==> src/rtl/fifo_pkg.sv <==
// Shared constants and state encoding for the FIFO read path.
package fifo_pkg;

    localparam int DEF_WIDTH     = 8;
    localparam int DEF_DEPTH_LOG = 8;
    localparam int RD_LAT        = 1;

    typedef enum logic [1:0] {
        IDLE     = 2'd0,
        ACTIVE   = 2'd1,
        STOPPING = 2'd2
    } state_t;

endpackage

==> src/rtl/fifo_reader_if.sv <==
// Read-side bundle: FIFO controller / RAM port towards the reader, and the
// valid/ready output stream leaving it.
interface fifo_reader_if #(
    parameter int WIDTH = 8
);
    logic             fifo_empty;
    logic             fifo_read_req;
    logic [WIDTH-1:0] ram_read_data;
    logic             out_valid;
    logic             out_ready;
    logic [WIDTH-1:0] out_data;

    modport master (
        input  fifo_empty,
        input  ram_read_data,
        input  out_ready,
        output fifo_read_req,
        output out_valid,
        output out_data
    );

    modport slave (
        output fifo_empty,
        output ram_read_data,
        output out_ready,
        input  fifo_read_req,
        input  out_valid,
        input  out_data
    );
endinterface

==> src/rtl/fifo_skid_buf.sv <==
// Two-entry FIFO-ordered output buffer; data always shows the head entry.
module fifo_skid_buf #(
    parameter int WIDTH = 8
) (
    input  logic             clk,
    input  logic             rst,
    input  logic             push,
    input  logic             pop,
    input  logic [WIDTH-1:0] in_data,
    output logic [WIDTH-1:0] data,
    output logic [1:0]       count,
    output logic             full,
    output logic             empty
);

    logic [WIDTH-1:0] mem_r [2];
    logic             wr_ptr_r;
    logic             rd_ptr_r;
    logic [1:0]       count_r;
    logic             do_push_s;
    logic             do_pop_s;

    assign full  = (count_r == 2'd2);
    assign empty = (count_r == 2'd0);
    assign count = count_r;
    assign data  = mem_r[rd_ptr_r];

    // A full buffer only accepts a push when the head leaves in the same cycle.
    assign do_push_s = push && (!full || pop);
    assign do_pop_s  = pop && !empty;

    // Storage, pointers and occupancy.
    always_ff @(posedge clk) begin
        if (rst) begin
            mem_r[0] <= '0;
            mem_r[1] <= '0;
            wr_ptr_r <= 1'b0;
            rd_ptr_r <= 1'b0;
            count_r  <= 2'd0;
        end else begin
            if (do_push_s) begin
                mem_r[wr_ptr_r] <= in_data;
                wr_ptr_r        <= ~wr_ptr_r;
            end
            if (do_pop_s) begin
                rd_ptr_r <= ~rd_ptr_r;
            end
            case ({do_push_s, do_pop_s})
                2'b10:   count_r <= count_r + 2'd1;
                2'b01:   count_r <= count_r - 2'd1;
                default: count_r <= count_r;
            endcase
        end
    end

endmodule

==> src/rtl/fifo_reader.sv <==
// Reads words out of a FIFO/RAM pair with one-cycle read latency and presents
// them on a valid/ready stream through a two-entry buffer.
module fifo_reader
    import fifo_pkg::*;
#(
    parameter int WIDTH     = DEF_WIDTH,
    parameter int DEPTH_LOG = DEF_DEPTH_LOG
) (
    input  logic          clk,
    input  logic          rst,
    input  logic          enable,
    fifo_reader_if.master bus,
    output logic          busy,
    output logic [15:0]   word_count
);

    if (DEPTH_LOG < 1 || RD_LAT != 1) begin : g_param_check
        $error("fifo_reader: unsupported DEPTH_LOG or RAM read latency");
    end

    state_t           state_r;
    state_t           state_n;
    logic             inflight_r;
    logic [15:0]      word_count_r;
    logic             read_req_s;
    logic             handshake_s;
    logic [1:0]       buf_count_s;
    logic             buf_full_s;
    logic             buf_empty_s;
    logic [WIDTH-1:0] head_s;

    // Credit check: the buffer slots must cover every word already in flight.
    assign read_req_s  = enable && !bus.fifo_empty && (state_r == ACTIVE) &&
                         ((buf_count_s + {1'b0, inflight_r}) < 2'd2);
    assign handshake_s = !buf_empty_s && bus.out_ready;

    assign bus.fifo_read_req = read_req_s;
    assign bus.out_valid     = !buf_empty_s;
    assign bus.out_data      = head_s;
    assign busy              = inflight_r || !buf_empty_s;
    assign word_count        = word_count_r;

    fifo_skid_buf #(
        .WIDTH (WIDTH)
    ) u_buf (
        .clk     (clk),
        .rst     (rst),
        .push    (inflight_r),
        .pop     (handshake_s),
        .in_data (bus.ram_read_data),
        .data    (head_s),
        .count   (buf_count_s),
        .full    (buf_full_s),
        .empty   (buf_empty_s)
    );

    // Control state, read tracking and delivered-word counter.
    always_ff @(posedge clk) begin
        if (rst) begin
            state_r      <= IDLE;
            inflight_r   <= 1'b0;
            word_count_r <= 16'd0;
        end else begin
            state_r    <= state_n;
            inflight_r <= read_req_s;
            if (handshake_s) begin
                word_count_r <= word_count_r + 16'd1;
            end
        end
    end

    // Next-state logic; draining continues regardless of state.
    always_comb begin
        state_n = state_r;
        case (state_r)
            IDLE: begin
                if (enable) state_n = ACTIVE;
                else        state_n = IDLE;
            end
            ACTIVE: begin
                if (!enable) state_n = STOPPING;
                else         state_n = ACTIVE;
            end
            STOPPING: begin
                if (enable)                         state_n = ACTIVE;
                else if (!inflight_r && buf_empty_s) state_n = IDLE;
                else                                 state_n = STOPPING;
            end
            default: state_n = IDLE;
        endcase
    end

    logic unused_s;
    assign unused_s = buf_full_s;

endmodule

==> src/flat_wrapper.sv <==
// flat-port wrapper written by rule: the top's interface ports become plain ports
module fifo_reader_flat import fifo_pkg::*;
#(
    parameter int WIDTH     = DEF_WIDTH,
    parameter int DEPTH_LOG = DEF_DEPTH_LOG
)
  (clk, rst, enable, busy, word_count, bus_fifo_empty, bus_ram_read_data, bus_out_ready, bus_fifo_read_req, bus_out_valid, bus_out_data);
  fifo_reader_if #(.WIDTH(WIDTH)) bus_i ();
  input  logic clk;
  input  logic rst;
  input  logic enable;
  output logic busy;
  output logic [15:0] word_count;
  input wire logic [$bits(bus_i.fifo_empty)-1:0] bus_fifo_empty;
  input wire logic [$bits(bus_i.ram_read_data)-1:0] bus_ram_read_data;
  input wire logic [$bits(bus_i.out_ready)-1:0] bus_out_ready;
  output wire logic [$bits(bus_i.fifo_read_req)-1:0] bus_fifo_read_req;
  output wire logic [$bits(bus_i.out_valid)-1:0] bus_out_valid;
  output wire logic [$bits(bus_i.out_data)-1:0] bus_out_data;
  assign bus_i.fifo_empty = bus_fifo_empty;
  assign bus_i.ram_read_data = bus_ram_read_data;
  assign bus_i.out_ready = bus_out_ready;
  assign bus_fifo_read_req = bus_i.fifo_read_req;
  assign bus_out_valid = bus_i.out_valid;
  assign bus_out_data = bus_i.out_data;
  fifo_reader #(.WIDTH(WIDTH), .DEPTH_LOG(DEPTH_LOG)) u_core (.clk(clk), .rst(rst), .enable(enable), .bus(bus_i), .busy(busy), .word_count(word_count));
endmodule
==> config.mk <==
export PLATFORM = sky130hd
export DESIGN_NAME = fifo_reader_flat
export DESIGN_NICKNAME = d
export VERILOG_FILES = /design/src/rtl/fifo_pkg.sv /design/src/rtl/fifo_reader_if.sv /design/src/rtl/fifo_skid_buf.sv /design/src/rtl/fifo_reader.sv /design/src/flat_wrapper.sv
export SDC_FILE = /design/constraint.sdc
export NUM_CORES = 1
export LEC_CHECK = 0
export CORE_UTILIZATION = 50
export DETAILED_ROUTE_END_ITERATION = 10
export PLACE_DENSITY_LB_ADDON = 0.3
export SLEW_MARGIN = 20
export SYNTH_ARGS = -nofsm -noshare
export SYNTH_HDL_FRONTEND = slang
export SYNTH_SLANG_ARGS = --single-unit
==> constraint.sdc <==
create_clock -name clk -period 2.3 [get_ports clk]
set_clock_uncertainty 0.15 [all_clocks]
set_input_delay 0.69 -clock clk [delete_from_list [all_inputs] [get_ports clk]]
set_output_delay 0.69 -clock clk [all_outputs]
set_load 0.05 [all_outputs]
### After elaboration in Yosys (flattened, before gate mapping)

Memories as Yosys holds them, arrays and structs flattened. A register that Yosys moved wholly into a read port is not among the register bits.
Index checks and enable logic that the tools add are counted.
W data, S select, Z words.

* add/sub/neg operators: 4
* $lt $le $gt $ge: 1
* eq/ne operators: 5
* mux-type cells: 16
* bitwise gates (word level): 2
* reductions and logical operators: 17

Operators with widths (number)
* $add A16 B1 Y16 const B: 1
* $mux W1: 10
* $mux W8: 1
* $reduce_or A8 Y1: 1
* $logic_and A1 B1 Y1: 7
* $eq A2 B2 Y1 const B: 3
* $mux W2: 3
* $pmux W2 S3: 1
* $eq A2 B1 Y1 const B: 2
* $logic_not A1 Y1: 4
* $logic_not A2 Y1: 2
* $pmux W2 S2: 1
* $add A2 B1 Y2: 1
* $add A2 B1 Y2 const B: 1
* $logic_or A1 B1 Y1: 2
* $lt A2 B2 Y1 const B: 1
* $not A1 Y1: 2
* $reduce_bool A2 Y1: 1
* $sub A2 B1 Y2 const B: 1

* register bits: 23
* RAM bits: 16
* output and inout bits: 27
* logic and storage cells: 52
* memories: 1

Memory list
* u_core.u_buf.mem_r: words 2, bits a word 8, read ports 1, clocked after Yosys merged registers in 1, wr ports 2, line fifo_skid_buf.sv:16 `logic [WIDTH-1:0] mem_r [2];`

### Longest topological paths before layout

* word-level depth: 10
* depth in mapped cells: 7
* mapped depth without buffers: 6

### Cells and area by module

From an unflattened synthesis, not the netlist that was laid out.

* cell total of the unflattened synthesis: 173
* area, all modules: 1814.2 um2

By module, submodules not included
* fifo_skid_buf: instances 1, cells an instance 77, area each 944.7 um2
* fifo_reader: instances 1, cells an instance 96, area each 869.6 um2

### Worst setup path after synthesis

No wires, ideal clock.

* path kind: input-to-output
* start point: in enable
* end point: out bus_fifo_read_req
* arrival: 2.431 ns
* data required time: 1.460 ns
* slack: -0.971 ns
* cell stages on the path: 2
* cell sequence: inv_1 > nor4b_1

* cells in the longest elaborated chain, start to end: 3

Ends and longest elaborated chain
* from (decl): line flat_wrapper.sv:11 `input logic enable;`
* $logic_and A1 B1 Y1 (3 in a row): line fifo_reader.sv:33 `assign read_req_s = enable && !bus.fifo_empty && (state_r == ACTIVE) &&`
* to (decl): line flat_wrapper.sv:17 `output wire logic [$bits(bus_i.fifo_read_req)-1:0] bus_fifo_read_req;`

Every way passes these cells.

### Final worst setup path

* start point: in bus_out_ready
* end point: reg u_core.u_buf.count_r[1], in the netlist u_core.u_buf.count[1]

* cells in the longest elaborated chain, start to end: 5
* elaborated cells between the ends (all ways): 8
* those cells by class: eq/ne (2); mux (1); reduce/logical (5)

Ends and longest elaborated chain
* from (decl): line flat_wrapper.sv:16 `input wire logic [$bits(bus_i.out_ready)-1:0] bus_out_ready;`
* $logic_and A1 B1 Y1 *: line fifo_reader.sv:35 `assign handshake_s = !buf_empty_s && bus.out_ready;`
* $logic_or A1 B1 Y1: line fifo_skid_buf.sv:29 `assign do_push_s = push && (!full || pop);`
* $logic_and A1 B1 Y1: line fifo_skid_buf.sv:29
* $eq A2 B1 Y1 or $eq A2 B2 Y1 (tied branches): line fifo_skid_buf.sv:48 `case ({do_push_s, do_pop_s})`
* $pmux W2 S2 or $reduce_bool A2 Y1 (tied branches)
* to (signal assigned): line fifo_skid_buf.sv:49 `2'b10: count_r <= count_r + 2'd1;`
* to (signal assigned): line fifo_skid_buf.sv:50 `2'b01: count_r <= count_r - 2'd1;`
* to (signal assigned): line fifo_skid_buf.sv:51 `default: count_r <= count_r;`
* to (decl): line fifo_skid_buf.sv:19 `logic [1:0] count_r;`

Mark *: on every way between the ends. The rest lies on a longest branch, timed or not.
A chain may end at the register's enable or synchronous reset.

==> impl_metrics.py <==
metrics = {
    "route": {
        "wl_um": 3640,
        "drc_errors": 0,
        "antenna_left": 0,
        "vias": 1337,
        "drt-pass1-iter-count": 4,
        "viasPerCell": 5.08,
        "wl_per_cell_um": 13.8,
        "drtIter0Drc": 39,
    },
    "global_route": {
        "grt_max_degree": 15,
        "grt_pass1_vias": 1372,
        "grt_overflow_total": 0,
        "grt_pass1_wl_um": 6170,
        "track_usage_pct": 20.4,
        "antenna_found_initial": 0,
    },
    "placed_design": {
        "io_buffers": 39,
        "globalplace.congestion": 0.779,
        "dp_hpwl_um": 2550,
        "pre_cts_slack_ns": -0.353,
    },
    "pwr": {
        "ir_drop_mv": 0.539,
        "p_sw_uw": 321,
        "pwr-share-clk_pct": 34.4,
        "leakage_uw": 0.000948,
        "power_uw": 1390,
        "p_sw_share_pct": 23.0,
        "intPower_uw": 1070,
        "p_seq_share_pct": 54.5,
        "p_per_area_mw_per_mm2": 582,
        "combinationalPowerShare_pct": 11.1,
    },
    "synthesis": {
        "synth-simple-area-share_pct": 23.0,
        "netlist.area_leader.share_pct": 26.3,
        "async_flop_share_pct": 0,
        "yosysTopAreaCell": "dfxtp_1",
        "yosysWarnings": 0,
        "synth.top_cells.by_count": "24 x dfxtp_1, 19 x nor2_1, 16 x and2_1, 16 x edfxtp_1, 12 x xnor2_1",
        "synthXorXnorAreaFrac_pct": 7.67,
        "ys_dominant_reg_cell": "dfxtp_1",
        "synthAdderAreaFrac_pct": 1.37,
        "synth_cell_types": 42,
        "ys_seq_elements": 40,
        "synthMuxAreaShare_pct": 6.30,
        "syn_inst": 166,
        "synth_top_family_by_area": "simple AND/OR/NAND/NOR gates",
        "synth-compound-area-share_pct": 5.54,
        "seq_area_frac_synth_pct": 52.6,
        "synth_edf_count": 16,
        "yosys-top-cells-area": "dfxtp_1 26%, edfxtp_1 26%, xnor2_1 5.7%",
        "netlist_area_mm2": 0.00183,
        "avgSynthCellArea_um2": 11.0,
        "synth_fp_nets": 181,
        "synth_most_common_cell": "dfxtp_1",
    },
    "critical_path": {
        "crit_path_end_kind": "flip-flop",
        "r2r-start": "u_core.u_buf.count[0]",
        "worstSetupPathType": "in2reg",
        "cp.required_ns": 2.42,
        "r2r_slack_ns": 0.27,
        "worst-endpoint-arrival_ns": 2.42,
        "critPathLaunch": "bus_out_ready",
        "worstRegToRegCells": 6,
        "setup.worst_path.start_class": "input pin",
        "path_max_fanout": 3,
        "r2r_end": "u_core.u_buf.count[1]",
    },
    "sta": {
        "post-route-min-period_ns": 2.30,
        "rsz0062_at_grt": "true",
        "fin_ws_ns": -0.0000238,
        "tightestPinTransition_ns": 0.767,
        "drv_slew": 0,
        "whs_ns": 0.329,
        "period_share_pct": 100,
        "slew_headroom_pct": 48.8,
        "hold_violations": 0,
        "setup_viol": 1,
        "fmax_mhz": 435,
    },
    "floorplan": {
        "start_util_pct": 53.5,
        "ios": 40,
        "die_h_um": 62.5,
        "core_area_mm2": 0.00342,
        "die_w_um": 62.5,
        "dieArea_mm2": 0.00390,
        "rows": 21,
    },
    "clock_tree": {
        "numCtsBuffers": 5,
        "clk_pin_slew_worst_paths_ns": 0.11,
        "clk-insertion-delay-late_ns": 0.35,
        "clock-root-buffer": "clkbuf_4",
        "cts_sinks": 40,
        "clockBufferDepth": 2,
        "htree_levels": 2,
        "cts_tree": "yes",
    },
    "run": {
        "cap_violations": 0,
    },
    "hold_path": {
        "hold_depth": 1,
        "min_to": "u_core.state_r[0]",
        "hold_class": "reg2reg",
        "worstHoldStart": "u_core.state_r[0]",
    },
    "cells_and_area": {
        "final_nets": 231,
        "synthToLayoutAreaGrowth_pct": 31.1,
        "final_util_pct": 70.2,
        "drive_above_1_share_pct": 33.2,
        "antennaDiodeCount": 0,
    },
    "outcome": {
        "outcome": "finished, violations left",
        "violations": "setup timing",
    },
}
-- layout make-up --
cell class                      instances  area (um^2)
Clock buffer                            6         51.3
Clock inverter                          2         33.8
Fill cell                             277         1020
Inverter                                4         15.0
Multi-Input combinational cell        114          830
Sequential cell                        40          971
Tap cell                               46         57.6
Timing Repair Buffer                   51          439
-- worst max-delay path: stages --
cell	delay, ns
clkdlybuf4s50_1	0.44
or3b_1	0.41
nand2_2	0.12
ha_1	0.26
or3_1	0.36
a21oi_1	0.15
-- per-layer routing --
metal	wire length [um]	vias to the layer above	global-route usage (%)
met5	0	-	0
met4	38	0	6.10
met3	168	4	6.75
met2	1830	29	37.0
met1	1610	626	22.5
li1	-	678	-
-- what timing repair did --
item                       CTS  global route
hold buffers                 0             0
buffers inserted             0             1
pin swaps                    1             1
resized for setup           10             5
setup endpoints to repair   10             2
cloned                       0             0
-- state kept, by name, indices dropped and copies added, names as in the netlist, named ones only --
register / flops
u_core.u_buf.rd_ptr_r: 1
u_core.state_r: 2
u_core.word_count: 16
u_core.inflight_r: 1
u_core.u_buf.mem_r: 16
u_core.u_buf.count: 2
u_core.u_buf.wr_ptr_r: 1
-- how the worst max path moves through the flow --
stage / endpoint / cells after the start / slack, ns
floorplan: bus_fifo_read_req / 2 / 0.04
global placement: bus_fifo_read_req / 4 / -0.29
detailed placement: u_core.u_buf.count[1] / 6 / -0.35
CTS: u_core.u_buf.count[1] / 6 / 0.01
global route: bus_fifo_read_req / 4 / -0.07
finish: u_core.u_buf.count[1] / 6 / -0.00002
-- power groups by stage --
| stage | logic (uW) | clock network, uW | registers, uW |
|---|---|---|---|
| 6_report | 155 | 479 | 760 |
| 5_1_grt | 164 | 525 | 763 |
| 4_1_cts | 155 | 489 | 762 |
| 3_5_place_dp | 154 | 0 | 778 |
| 3_3_place_gp | 151 | 0 | 776 |
| 2_1_floorplan | 93.2 | 0 | 775 |
-- kinds of logic (layout without fill, tap and decap cells) --
kind of cell	count (synthesis)	count (layout)
compound gates	14	14
xor+xnor	16	16
fa+ha+maj	2	2
buf+inv	12	63
flops	40	40
mux	10	10
simple gates	72	72
-- placed cells by master, fill, tap and decap left out, types with 4 or more instances in the layout --
cell type,count
a21oi_1,5
and2_1,16
buf_4,37
clkbuf_4,5
clkdlybuf4s50_1,10
dfxtp_1,20
edfxtp_1,16
mux2_2,8
nand2_1,4
nor2_1,19
nor2b_1,4
nor3_1,4
nor4_1,4
xnor2_1,11
xor2_1,4
-- through the flow --
stage	TNS [ns]	area (um^2)	std cells
after floorplan	0	1840	166
after global placement	-5.41	2280	254
after detailed placement	-8.10	2280	254
after CTS	0	2370	262
after global routing	-0.0885	2400	263
final	-0.0000238	2400	263
Note: power is estimated with default switching activity, not from simulation.
